$ cat config.mk
export PLATFORM = sky130hd
export DESIGN_NAME = object_qualifier
export DESIGN_NICKNAME = d
export VERILOG_FILES = /design/src/rtl/object_qualifier_pkg.sv /design/src/rtl/object_qualifier_pixel_match_counter.sv /design/src/rtl/object_qualifier.sv
export SDC_FILE = /design/constraint.sdc
export NUM_CORES = 1
export LEC_CHECK = 0
export CAP_MARGIN = 0
export CORE_AREA = 10 10 71 73
export CTS_BUF_LIST = sky130_fd_sc_hd__clkbuf_8
export DETAILED_ROUTE_END_ITERATION = 10
export DIE_AREA = 0 0 81 83
export DONT_BUFFER_PORTS = 1
export PLACE_DENSITY = 0.77
export SYNTH_ARGS = -nofsm -noshare
export SYNTH_HDL_FRONTEND = slang
export SYNTH_SLANG_ARGS = --single-unit
$ cat constraint.sdc
create_clock -name clock_50 -period 2.1 [get_ports clock_50]
set_input_delay 0.21 -clock clock_50 [delete_from_list [all_inputs] [get_ports clock_50]]
set_output_delay 0.21 -clock clock_50 [all_outputs]
set_load 0.05 [all_outputs]
$ cat src/rtl/object_qualifier_pkg.sv
// Shared definitions for the object qualifier: FSM state encoding,
// default widths and the hit-streak update rule.
package object_qualifier_pkg;

    // Default pixel counter width, wide enough for a full 640x480 frame.
    localparam int CNT_W_DEFAULT = 19;

    // Width of the consecutive-hit-frame counter (FRAMES_REQ is at most 7).
    localparam int STREAK_W = 3;

    typedef enum logic [1:0] {
        IDLE  = 2'd0,
        ACCUM = 2'd1,
        EVAL  = 2'd2,
        FOUND = 2'd3
    } qual_state_t;

    // Next hit streak after evaluating a frame: a hit extends the streak,
    // saturating at the required frame count; a miss restarts it.
    function automatic logic [STREAK_W-1:0] streak_after_eval(
        input logic [STREAK_W-1:0] streak,
        input logic                hit,
        input logic [STREAK_W-1:0] frames_req
    );
        logic [STREAK_W-1:0] result;
        result = '0;
        if (hit) begin
            if (streak >= frames_req) begin
                result = frames_req;
            end else begin
                result = streak + 1'b1;
            end
        end
        return result;
    endfunction

endpackage

$ cat src/rtl/object_qualifier_pixel_match_counter.sv
// Saturating counter of matched pixels within one frame.
module pixel_match_counter #(
    parameter int CNT_W = 19
) (
    input  logic             clock,
    input  logic             reset,
    input  logic             clr,
    input  logic             inc,
    output logic [CNT_W-1:0] count
);

    logic [CNT_W-1:0] count_reg;

    // Clear has priority over increment; the count sticks at all-ones.
    always_ff @(posedge clock) begin
        if (reset || clr) begin
            count_reg <= '0;
        end else if (inc && (count_reg != {CNT_W{1'b1}})) begin
            count_reg <= count_reg + 1'b1;
        end
    end

    assign count = count_reg;

endmodule

$ cat src/rtl/object_qualifier.sv
// Qualifies a colour-matched object over consecutive camera frames and
// raises a latched object_found once enough hit frames in a row are seen.
module object_qualifier
    import object_qualifier_pkg::*;
#(
    parameter int MATCH_THRESH = 2000,
    parameter int FRAMES_REQ   = 3,
    parameter int CNT_W        = CNT_W_DEFAULT
) (
    input  logic                clock_50,
    input  logic                reset,
    input  logic                frame_start,
    input  logic                frame_end,
    input  logic                pixel_valid,
    input  logic                pixel_match,
    input  logic                clear,
    output logic                object_found,
    output logic                frame_done,
    output logic [CNT_W-1:0]    match_count,
    output logic [STREAK_W-1:0] hit_streak
);

    localparam logic [STREAK_W-1:0] FRAMES_REQ_L = STREAK_W'(FRAMES_REQ);
    localparam logic [31:0]         THRESH_U     = 32'(MATCH_THRESH);

    qual_state_t         state_reg;
    logic [STREAK_W-1:0] hit_streak_reg;
    logic [STREAK_W-1:0] hit_streak_next;
    logic [CNT_W-1:0]    match_count_reg;
    logic                object_found_reg;
    logic                frame_done_reg;

    logic                cnt_clr;
    logic                cnt_inc;
    logic [CNT_W-1:0]    pix_count;
    logic [31:0]         pix_count_ext;
    logic                frame_hit;

    // Counter control: a frame_start that opens a frame (from IDLE) or aborts
    // one (in ACCUM without frame_end) zeroes the count; matches only count
    // while accumulating. clear abandons the frame, so it suppresses both.
    always_comb begin
        cnt_clr = 1'b0;
        cnt_inc = 1'b0;
        if (!clear) begin
            if (state_reg == IDLE) begin
                cnt_clr = frame_start;
            end else if (state_reg == ACCUM) begin
                cnt_clr = frame_start && !frame_end;
                cnt_inc = pixel_valid && pixel_match;
            end
        end
    end

    pixel_match_counter #(
        .CNT_W (CNT_W)
    ) u_counter (
        .clock (clock_50),
        .reset (reset),
        .clr   (cnt_clr),
        .inc   (cnt_inc),
        .count (pix_count)
    );

    // Frame hit decision and the streak it produces, compared at 32 bits so
    // a threshold wider than the counter simply never hits.
    always_comb begin
        pix_count_ext   = 32'(pix_count);
        frame_hit       = (pix_count_ext >= THRESH_U);
        hit_streak_next = streak_after_eval(hit_streak_reg, frame_hit, FRAMES_REQ_L);
    end

    // Qualification FSM with registered outputs; clear outranks frame events,
    // reset outranks everything.
    always_ff @(posedge clock_50) begin
        if (reset) begin
            state_reg        <= IDLE;
            hit_streak_reg   <= '0;
            match_count_reg  <= '0;
            object_found_reg <= 1'b0;
            frame_done_reg   <= 1'b0;
        end else begin
            frame_done_reg <= 1'b0;
            if (clear) begin
                state_reg        <= IDLE;
                hit_streak_reg   <= '0;
                object_found_reg <= 1'b0;
            end else begin
                case (state_reg)
                    IDLE: begin
                        if (frame_start) begin
                            state_reg <= ACCUM;
                        end
                    end
                    ACCUM: begin
                        if (frame_end) begin
                            state_reg <= EVAL;
                        end else if (frame_start) begin
                            // Aborted frame: the streak no longer describes
                            // consecutive frames, so it restarts.
                            hit_streak_reg <= '0;
                        end
                    end
                    EVAL: begin
                        frame_done_reg  <= 1'b1;
                        match_count_reg <= pix_count;
                        hit_streak_reg  <= hit_streak_next;
                        if (hit_streak_next == FRAMES_REQ_L) begin
                            state_reg        <= FOUND;
                            object_found_reg <= 1'b1;
                        end else begin
                            state_reg <= IDLE;
                        end
                    end
                    FOUND: begin
                        object_found_reg <= 1'b1;
                    end
                    default: begin
                        state_reg <= IDLE;
                    end
                endcase
            end
        end
    end

    assign object_found = object_found_reg;
    assign frame_done   = frame_done_reg;
    assign match_count  = match_count_reg;
    assign hit_streak   = hit_streak_reg;

endmodule

* Word level (Yosys, flattened, before mapping)
Cells that the tools add are included.
** Operators by class
- Add/sub/neg operators :: 2
- Bitwise gates (word level) :: 1
- $lt $le $gt $ge :: 2
- Muxes and demuxes :: 18
- Reductions and logical operators :: 14
- Equal/unequal tests :: 10
** Operators by type and width (number)
- 19-bit by 1-bit adder with 19-bit output (second input constant) :: 1
- 19-bit by 11-bit greater-or-equal comparator with 1-bit output (second input constant) :: 1
- 19-bit != test (second input constant) :: 1
- 3-bit two-way mux :: 4
- 2-bit != test (second input constant) :: 5
- 1-bit two-way mux :: 8
- 2-bit two-way mux :: 3
- 2-bit case mux with 3 select lines :: 1
- 3-bit case mux with 2 select lines :: 1
- 3-bit AND reduction :: 2
- 2-bit == test (second input constant) :: 2
- 2-bit AND reduction :: 2
- 2-bit nonzero test :: 2
- 3-bit by 1-bit adder with 3-bit output (second input constant) :: 1
- 3-bit by 2-bit == test with 1-bit output (second input constant) :: 1
- 3-bit by 2-bit greater-or-equal comparator with 1-bit output (second input constant) :: 1
- 1-bit logical AND :: 3
- 3-bit nonzero test :: 1
- 2-bit by 1-bit == test with 1-bit output (second input constant) :: 1
- 2-bit zero test :: 1
- 1-bit case mux with 2 select lines :: 1
- 2-bit OR reduction :: 1
- 1-bit zero test :: 1
- 1-bit logical OR :: 1
- 1-bit NOT :: 1
** Storage, ports and cells
- Logic and storage cells :: 53
- Input port bits :: 7
- Register bits after elaboration :: 45

* Longest topological paths before layout
Gate-level depths: netlist (run 1).
- Word-level depth :: 6
- Gate-level depth with buffers :: 8

* Modules after synthesis
Synthesis (run 1) repeated with hierarchy kept, for this count alone.
** Second synthesis, totals
- Cells, all modules :: 267
- Area, all modules :: 2208.4 um2
** Modules (own cells, without submodules)
- object_qualifier :: seq. area each 520.5 um2, cells an instance 139, area each 1139.8 um2, times used 1
- pixel_match_counter :: seq. area each 380.4 um2, cells an instance 128, area each 1068.5 um2, times used 1

* Least setup slack after synthesis (run 1)
No wires, ideal clock.
- Path type :: reg2reg
- Start point :: register state_reg[0]
- End point :: register u_counter.count_reg[11] (netlist: u_counter.count[11])
- Path buffers :: 2
- Stages on the path, launching flop included :: 9
- Required time :: 2.030 ns
- Setup slack :: 0.184 ns
- Arrival time :: 1.845 ns
- Library setup time :: 0.070 ns
- Clock period less this slack :: 1.916 ns
- Cell sequence :: dfxtp_1 > inv_1 > ha_1 > nor4bb_1 > buf_4 > nand4_4 > buf_6 > or4_1 > a21oi_1
** On the way
- Longest elaborated chain between the ends :: 5
- Elaborated cells on any way between the ends :: 10
** Ends and longest elaborated chain
- start: declaration :: line object_qualifier.sv:26 : qual_state_t state_reg;
- start signal: assignment :: line object_qualifier.sv:77 : state_reg <= IDLE;
- start signal: assignment :: line object_qualifier.sv:85 : state_reg <= IDLE;
- start signal: assignment :: line object_qualifier.sv:92 : state_reg <= ACCUM;
- 2-bit by 1-bit == test with 1-bit output :: line object_qualifier.sv:48 : end else if (state_reg == ACCUM) begin
- 1-bit two-way mux :: line object_qualifier.sv:48
- 1-bit two-way mux :: line object_qualifier.sv:46 : if (state_reg == IDLE) begin
- 1-bit two-way mux :: line object_qualifier.sv:45 : if (!clear) begin
- 1-bit logical AND or 1-bit logical OR (tied branches) :: line object_qualifier_pixel_match_counter.sv:18, object_qualifier_pixel_match_counter.sv:16
- end signal: assignment :: line object_qualifier_pixel_match_counter.sv:19 : count_reg <= count_reg + 1'b1;
- end: declaration :: line object_qualifier_pixel_match_counter.sv:12 : logic [CNT_W-1:0] count_reg;
Several ways; a longest one is shown, not always the timed one.
A chain may end at the register's enable or synchronous reset.

* Final worst setup path (run 1)
- Start point :: register state_reg[0]
- End point :: register u_counter.count_reg[12] (netlist: u_counter.count[12])
The elaborated chain is that of the path after synthesis.

==> flow_metrics.env, run 1 <==
export IMPL_cp_end_kind="flop"
export IMPL_p_leak_nw=0.844
export IMPL_nets=298
export IMPL_antenna_found_initial=0
export IMPL_clock_latency_ps=300
export IMPL_cp_arrival_ps=2200
export IMPL_final_max_slew_violation_count=0
export IMPL_drt_iter0_markers=136
export IMPL_max_slew_margin=0.492
export IMPL_cts_tree="done"
export IMPL_grt_ovfl_total=0
export IMPL_outcome="complete, no violations"
export IMPL_cap_violations=0
export IMPL_dp_cells=321
export IMPL_avgSynthCellArea_um2=8.27
export IMPL_fillCellCount=334
export IMPL_powerDensity_mw_per_mm2=577
export IMPL_ys_seq_elements=45
export IMPL_critPathLaunchType="flop"
export IMPL_syn_to_final_growth_pct=11.1
export IMPL_fin_cells=331
export IMPL_die_x_um=81
export IMPL_num_rows=22
export IMPL_synth_area_mm2=0.00223
export IMPL_final_min_clock_period_ps=1970
export IMPL_dieArea_mm2=0.00672
export IMPL_async_flop_share=0
export IMPL_ys_seq_area_frac=0.405
export IMPL_synth_nets=285
export IMPL_drt_wirelength_per_cell_um=15.5
export IMPL_synth_top_flop_cell="dfxtp_1"
export IMPL_drive_above_1_share=0.145
export IMPL_clk_path_buf_depth=2
export IMPL_cts_htree_levels=2
export IMPL_ios=31
export IMPL_grt_pass1_vias=1837
export IMPL_required_ps=2330
export IMPL_synth_area_leaders="dfxtp_1 (40%), nand2_1 (8.4%), a21oi_1 (7.9%)"
export IMPL_hold_path_class="in -> reg"
export IMPL_fin_tns_setup_ps=0
export IMPL_skew_ps=8.29
export IMPL_vias=1971
export IMPL_synth_most_common_cell="nand2_1"
export IMPL_yosysTopAreaCell="dfxtp_1"
export IMPL_port_buffers=0
export IMPL_numCtsBuffers=5
export IMPL_die_y_um=83
export IMPL_path_clk_slew_ps=80
export IMPL_cp_max_fo=6
export IMPL_via_per_inst=5.95
export IMPL_routed_wl_um=5120
export IMPL_start_util=0.613
export IMPL_synthCells=269
export IMPL_tightest_slew_ps=760
export IMPL_grt_start_max_net_pins=21
export IMPL_core_mm2=0.00363
export IMPL_worst_ir_drop_vdd_v=0.000529
export IMPL_synth_top_cells_by_count="nand2_1 (50), dfxtp_1 (45), a21oi_1 (35), nand3_1 (17)"
export IMPL_drtAntennaViolNets=0
export IMPL_ys_types=42
export IMPL_setup_viol=0
export IMPL_diodes=0
export IMPL_drt_pass1_iter_count=4
export IMPL_crit_type="reg -> reg"
export IMPL_hpwl_um=3720
export IMPL_synth_top_cell_area_share=0.405
export IMPL_synth_warnings=0
export IMPL_cts_root_buf="clkbuf_8"
export IMPL_grt_pass1_wl_um=8560
export IMPL_clock_sinks=45
export IMPL_grt_use_total=0.154
export IMPL_synth_edf_count=0
export IMPL_finalHoldViolCount=0
export IMPL_fin_crit_sh=0.937
export IMPL_fmax_ghz=0.508
export IMPL_gp_congestion=0.849
export IMPL_drc_errors=0
==> worst max-delay path, stage by stage (launching register included) <==
cell and delay, ps:
dfxtp_1 340, inv_1 60, ha_2 200, nor4bb_2 270
buf_4 190, nand4_1 170, or4_4 530, a21oi_2 130
==> repair_timing <==
action / in CTS / in global routing
hold buffers: 1 / 0
setup endpoints to repair: 0 / 9
resized for setup: 0 / 5
buffers inserted: 0 / 1
endpoints found under the hold margin: 20 / 0
==> stage by stage <==
stage | hold slack, ps | area, µm² | utilization | setup slack (ps) | total power, mW
floorplan | 414 | 2230 | - | 184 | 0.913
global placement | 282 | 2350 | 0.647 | 116 | 0.922
detailed placement | 285 | 2350 | 0.647 | 75.6 | 0.923
CTS | 119 | 2440 | 0.673 | 42.9 | 1.44
global route | 128 | 2470 | 0.681 | -5.11 | 1.49
finish | 126 | 2470 | 0.681 | 131 | 1.43
==> final cells by class <==
| type | count | area [µm²] | share of cell area |
|---|---|---|---|
| multi-input cells | 201 | 1240 | 0.501 |
| flip-flops and latches | 45 | 901 | 0.364 |
| repair buffers | 21 | 160 | 0.0647 |
| clock buffers | 5 | 68.8 | 0.0278 |
| well taps | 48 | 60.1 | 0.0243 |
| inverters | 8 | 30.0 | 0.0121 |
| clock inverters | 3 | 13.8 | 0.00556 |
==> final timing paths <==
check / start / to / slack (ps) / cells past startpoint
hold reg to reg: u_counter.count[6] / match_count[6] / 500 / 2
setup / recovery: state_reg[0] / u_counter.count[12] / 130 / 7
hold / removal: reset / state_reg[0] / 130 / 3
setup reg to reg: state_reg[0] / u_counter.count[12] / 130 / 7
==> cells by family after synthesis <==
family / after synthesis / synth area share
adders and majority gates: 9 / 0.0506
and+or+nand+nor: 123 / 0.298
AOI/OAI and AO/OA: 64 / 0.176
DFF: 45 / 0.405
buffers and inverters: 23 / 0.0478
muxes: 5 / 0.0225
==> layout by cell type (no fill, tap or decap), types with 2 or more instances in the layout <==
cell type	synthesis	final
o211ai_1	2	2
or3_1	4	4
ha_1	9	8
a21oi_1	35	34
and3_1	4	4
a211oi_1	3	3
buf_4	2	20
o31ai_1	9	8
nand4_1	6	6
clkinv_2	0	2
o32ai_1	2	2
and4_1	2	2
nand3b_1	3	3
a31oi_1	3	3
nand2_1	50	50
and2_1	3	3
or4_1	7	6
mux2i_1	5	5
o21ai_0	4	4
inv_1	7	8
nor2b_1	6	6
nor3_1	5	5
nor2_1	5	5
clkbuf_8	0	5
or2_2	2	2
dfxtp_1	45	45
nor4_1	3	3
nand3_1	17	17
o21ba_2	2	2
==> report_power, final <==
part | internal (mW) | switching (mW) | leakage, nW
Clock | 0.226 | 0.290 | 0.0491
Combinational | 0.0206 | 0.0371 | 0.433
Sequential | 0.854 | 0.000761 | 0.362
==> per-layer routing <==
| metal | part of all wire | vias up | track usage |
|---|---|---|---|
| li1 | - | 998 | - |
| met1 | 0.43 | 933 | 0.183 |
| met2 | 0.50 | 35 | 0.249 |
| met3 | 0.068 | 5 | 0.0603 |
| met4 | 0.0078 | 0 | 0.0407 |
| met5 | 0 | - | 0 |
Power figures use the tool's default switching activity.
==> run 2: changes to the inputs <==
REMOVE_ABC_BUFFERS = 1   (was default)
==> run 2 against run 1 <==
Compared with the run above:
- clock skew fell by 3.1 ps
- highest routed layer unchanged
- critical endpoint is now u_counter.count[8]
- final cell count did not move
- wire length rose by 5.4%
- sequential share of layout area fell by 0.48 points
- total power rose by 10%
- largest cell class unchanged
- critical path type unchanged
- fmax fell by 1.3%
==> flow_metrics.env, run 2 (synthesized netlist as in run 1, its figures left out) <==
export IMPL_antenna_found_initial=0
export IMPL_grt_pass1_wl_um=9060
export IMPL_syn_to_final_growth_pct=12.9
export IMPL_cap_violations=0
export IMPL_drc_errors=0
export IMPL_drt_iter0_markers=166
export IMPL_cts_htree_levels=2
export IMPL_p_leak_nw=0.853
export IMPL_powerDensity_mw_per_mm2=628
export IMPL_outcome="complete, no violations"
export IMPL_grt_ovfl_total=0
export IMPL_pwr_share_clk=0.419
export IMPL_rr_startpoint="state_reg[0]"
export IMPL_die_x_um=81
export IMPL_cp_end_kind="flop"
export IMPL_finalHoldViolCount=0
export IMPL_min_from="reset"
export IMPL_clk_path_buf_depth=2
export IMPL_num_rows=22
export IMPL_drt_pass1_iter_count=5
export IMPL_final_max_slew_violation_count=0
export IMPL_drtAntennaViolNets=0
export IMPL_drive_above_1_share=0.159
export IMPL_combinationalPowerShare=0.039
export IMPL_power_total_mw=1.58
export IMPL_hpwl_um=3770
export IMPL_crit_type="reg -> reg"
export IMPL_top_layer="met4"
export IMPL_whs_endpoint="object_found"
export IMPL_grt_use_total=0.162
export IMPL_hold_path_class="in -> reg"
export IMPL_reg2regPathDepth=7
export IMPL_swShare=0.219
export IMPL_vias=2034
export IMPL_port_buffers=0
export IMPL_routed_wl_um=5400
export IMPL_required_ps=2340
export IMPL_cp_max_fo=6
export IMPL_dp_slack_ps=-69.0
export IMPL_fin_crit_sh=0.950
export IMPL_fmax_ghz=0.501
export IMPL_p_switching_mw=0.345
export IMPL_grt_pass1_vias=1924
export IMPL_layout_common_cells="nand2_1 (50), dfxtp_1 (43), a21oi_1 (34)"
export IMPL_pwr_share_seq=0.542
export IMPL_fin_hold_ws_ps=135
export IMPL_worst_slack_ps=106
export IMPL_max_slew_margin=0.492
export IMPL_worst_ir_drop_vdd_v=0.000442
export IMPL_tightest_slew_ps=759
export IMPL_reg2reg_slack_ps=110
export IMPL_diodes=0
export IMPL_skew_ps=5.17
export IMPL_cts_tree="done"
export IMPL_rsz0062_at_grt="no"
export IMPL_startpoint="state_reg[0]"
export IMPL_power_internal_mw=1.23
export IMPL_clock_sinks=45
export IMPL_die_y_um=83
export IMPL_critPathLaunchType="flop"
export IMPL_grt_start_max_net_pins=21
export IMPL_via_per_inst=6.15
export IMPL_dieArea_mm2=0.00672
export IMPL_ios=31
export IMPL_cts_root_buf="clkbuf_8"
export IMPL_final_min_clock_period_ps=1990
export IMPL_cp_arrival_ps=2230
export IMPL_path_clk_slew_ps=90
export IMPL_clock_latency_ps=300
export IMPL_rr_endpoint="u_counter.count[8]"
export IMPL_numCtsBuffers=5
export IMPL_drt_wirelength_per_cell_um=16.3
export IMPL_core_mm2=0.00363
export IMPL_hold_path_depth=2
export IMPL_setup_viol=0
export IMPL_nets=298
export IMPL_m1WireLength_um=2250
export IMPL_start_util=0.613
export IMPL_gp_congestion=0.841
export IMPL_route_met3_wl_um=503
export IMPL_met2_length_um=2550
export IMPL_final_common_cell="nand2_1"
## run 2: cell types whose count changed in the layout (fill, tap and decap cells not counted), moves of 2 or more
| cell | change |
|---|---|
| dfxtp_2 | +2 |
| inv_2 | +2 |
| dfxtp_1 | -2 |
| clkinv_2 | -2 |
| inv_1 | -3 |
## run 2: metrics by stage
step	utilization	setup TNS (ps)	instance area, µm²	instances
detailed placement	0.639	-102	2320	317
CTS	0.678	0	2460	328
floorplan	-	-5750	2150	254
global placement	0.639	-7.69	2320	317
finish	0.692	0	2510	331
global route	0.692	0	2510	331
## run 2: routing by layer
layer,global-route usage,up-vias
li1,-,998
met1,0.193,961
met2,0.250,64
met3,0.0668,11
met4,0.0610,0
met5,0,-
## run 2: power by group through the flow
| stage | Combinational, mW | Sequential (mW) | Clock [mW] |
|---|---|---|---|
| finish | 0.0615 | 0.855 | 0.661 |
| global route | 0.0678 | 0.855 | 0.715 |
| CTS | 0.0562 | 0.854 | 0.668 |
| detailed placement | 0.0490 | 0.875 | 0 |
| global placement | 0.0483 | 0.875 | 0 |
| floorplan | 0.0314 | 0.875 | 0 |
## run 2: area by class of cell
class	count	area (µm²)
clock buffer	5	68.8
clock inverter	3	46.3
fill	299	1120
inverter	8	30.0
multi-input combinational	201	1240
sequential	45	903
tap	48	60.1
timing repair buffer	21	160
## run 2: repair_timing
item / CTS / global route
hold buffers: 1 / 0
pin swaps: 0 / 4
hold endpoints to repair: 20 / 0
endpoints found under the setup margin: 3 / 12
cloned: 0 / 0
buffers inserted: 2 / 3
resized for setup: 0 / 9
## run 2: worst max-delay path by stage
stage                           to  slack (ps)  depth (start not counted)
2_1_floorplan  u_counter.count[12]        -680                          6
3_3_place_gp   u_counter.count[12]          -8                          7
3_5_place_dp   u_counter.count[12]         -70                          7
4_1_cts        u_counter.count[12]           8                          7
5_1_grt         u_counter.count[8]          10                          7
6_report        u_counter.count[8]         110                          7
## run 2: worst max-delay path, stage by stage, from the launching register on
cell,delay [ps]
dfxtp_2,340
inv_2,50
ha_4,160
nor4bb_2,250
buf_4,150
nand4_1,240
or4_4,620
a21oi_2,120
==> run 3: changes to the inputs <==
PLACE_DENSITY = 0.76   (was 0.77)
SYNTH_HIERARCHICAL = 1   (was default)
==> run 3 against run 2 <==
Compared with the run above:
- total power increased by 0.39%
- cell area decreased by 1.0%
- worst setup slack improved by 30 ps
- critical path depth increased by 1
- wire length decreased by 3.0%
- final cell count decreased by 0.91%
- combinational power decreased by 1%
- clock-buffer cell count increased by 1
- clock skew about the same
- critical path type unchanged
- critical endpoint is now u_counter/count[7]
- largest cell class unchanged
==> flow_metrics.env, run 3 <==
export IMPL_grt_use_total=0.153
export IMPL_clk_path_buf_depth=2
export IMPL_routed_wl_um=5230
export IMPL_rr_startpoint="state_reg[0]"
export IMPL_ys_seq_elements=45
export IMPL_drt_pass1_iter_count=4
export IMPL_antenna_found_initial=0
export IMPL_nets=294
export IMPL_fin_hold_ws_ps=97.8
export IMPL_hold_path_depth=2
export IMPL_synth_top_cell_area_share=0.408
export IMPL_whs_endpoint="u_counter/count[9]"
export IMPL_grt_pass1_wl_um=8630
export IMPL_dp_slack_ps=71.0
export IMPL_synth_area_leaders="dfxtp_1 (41%), nand2_1 (10%), a21oi_1 (8.6%)"
export IMPL_synth_top_flop_cell="dfxtp_1"
export IMPL_synthCells=267
export IMPL_cp_top_family="simple AND/OR/NAND/NOR gates"
export IMPL_worst_slack_ps=136
export IMPL_grt_start_max_net_pins=20
export IMPL_p_leak_nw=0.857
export IMPL_clock_latency_ps=290
export IMPL_path_cells="buf_4 -> ha_4 -> and2b_1 -> nor2_1 -> nor3b_2 -> or2_2 -> or3_1 -> o21ai_0"
export IMPL_drc_errors=0
export IMPL_cts_root_buf="clkbuf_8"
export IMPL_start_util=0.608
export IMPL_fin_tns_setup_ps=0
export IMPL_final_common_cell="nand2_1"
export IMPL_reg2reg_slack_ps=140
export IMPL_gp_congestion=0.875
export IMPL_path_clk_slew_ps=80
export IMPL_place_area_mm2=0.00230
export IMPL_powerDensity_mw_per_mm2=636
export IMPL_final_min_clock_period_ps=1960
export IMPL_outcome="complete, no violations"
export IMPL_die_x_um=81
export IMPL_critPathLaunchType="flop"
export IMPL_cp_arrival_ps=2180
export IMPL_synth_area_mm2=0.00221
export IMPL_syn_to_final_growth_pct=12.7
export IMPL_ys_types=45
export IMPL_startpoint="state_reg[0]"
export IMPL_worst_ir_drop_vdd_v=0.000413
export IMPL_synth_warnings=6
export IMPL_reg2regPathDepth=8
export IMPL_ios=31
export IMPL_num_rows=22
export IMPL_ys_seq_area_frac=0.408
export IMPL_numCtsBuffers=5
export IMPL_min_from="reset"
export IMPL_crit_type="reg -> reg"
export IMPL_fin_cells=328
export IMPL_synth_edf_count=0
export IMPL_avgSynthCellArea_um2=8.27
export IMPL_async_flop_share=0
export IMPL_cts_htree_levels=2
export IMPL_via_per_inst=6.12
export IMPL_grt_ovfl_total=0
export IMPL_hold_path_class="in -> reg"
export IMPL_clock_sinks=45
export IMPL_cts_tree="done"
export IMPL_core_mm2=0.00363
export IMPL_tightest_slew_ps=770
export IMPL_vias=2007
export IMPL_cap_violations=0
export IMPL_dp_cells=316
export IMPL_drtAntennaViolNets=0
export IMPL_drive_above_1_share=0.139
export IMPL_cp_max_fo=7
export IMPL_final_max_slew_violation_count=0
export IMPL_setup_viol=0
export IMPL_synth_most_common_cell="nand2_1"
export IMPL_yosysTopAreaCell="dfxtp_1"
export IMPL_hpwl_um=3650
export IMPL_finalHoldViolCount=0
export IMPL_power_total_mw=1.58
export IMPL_required_ps=2310
export IMPL_utilization=0.685
export IMPL_layout_common_cells="nand2_1 (60), dfxtp_1 (43), a21oi_1 (38)"
export IMPL_fin_crit_sh=0.935
export IMPL_cp_slowest_cell="or2_2"
export IMPL_path_buf_inv=1
export IMPL_diodes=0
export IMPL_drt_iter0_markers=192
export IMPL_fmax_ghz=0.509
export IMPL_port_buffers=0
export IMPL_die_y_um=83
export IMPL_grt_pass1_vias=1738
export IMPL_stdcell_area_mm2=0.00249
export IMPL_rr_endpoint="u_counter/count[7]"
export IMPL_max_slew_margin=0.485
export IMPL_skew_ps=4.69
export IMPL_synth_top_cells_by_count="nand2_1 (60), dfxtp_1 (45), a21oi_1 (38), o21ai_0 (9)"
export IMPL_dieArea_mm2=0.00672
export IMPL_max_stage_delay_ps=380
export IMPL_cp_end_kind="flop"
export IMPL_drt_wirelength_per_cell_um=16.0
-- run 3: changes by cell type after synthesis, moves of 3 or more --
cell / previous run / this run
o21ai_0: 4 / 9
inv_1: 7 / 4
nor2b_1: 6 / 1
or4_1: 7 / 4
a21oi_1: 35 / 38
a2111o_1: 0 / 4
or3_1: 4 / 8
nand3_1: 17 / 6
nand2_1: 50 / 60
and4_1: 2 / 5
o31ai_1: 9 / 4
-- run 3: cell type report --
class	count	area [µm²]
Clock buffer	6	82.6
Timing Repair Buffer	19	145
Clock inverter	2	33.8
Tap cell	48	60.1
Sequential cell	45	906
Inverter	4	17.5
Multi-Input combinational cell	204	1240
Fill cell	301	1140
-- run 3: what timing repair did --
| item | 4_1_cts | 5_1_grt |
|---|---|---|
| setup buffers | 0 | 3 |
| hold buffers | 1 | 0 |
| gates resized for setup | 0 | 11 |
| endpoints found under the setup margin | 0 | 16 |
| endpoints found under the hold margin | 19 | 0 |
-- run 3: cells by family after synthesis --
kind of cell    share of synthesized area
compound gates                      0.184
mux                                0.0272
simple gates                        0.293
fa+ha+maj                          0.0453
buf+inv                            0.0425
flops                               0.408
-- run 3: how the worst max path moves through the flow --
| stage | to | slack (ps) | cells past startpoint |
|---|---|---|---|
| floorplan | u_counter/count[0] | -200 | 4 |
| global placement | u_counter/count[16] | 120 | 8 |
| detailed placement | u_counter/count[16] | 70 | 8 |
| CTS | u_counter/count[7] | 30 | 9 |
| global route | u_counter/count[17] | -10 | 8 |
| finish | u_counter/count[7] | 140 | 8 |
-- run 3: metal layers --
layer / wire length, µm / share of wire / track usage
met1: 2390 / 0.46 / 0.210
met4: 59 / 0.011 / 0.0344
met5: 0 / 0 / 0
met3: 343 / 0.066 / 0.0366
met2: 2440 / 0.47 / 0.233
-- run 3: where the power goes --
part / internal [mW] / switching [mW]
logic: 0.0232 / 0.0376
registers: 0.853 / 0.000990
clock network: 0.383 / 0.286
total: 1.26 / 0.325
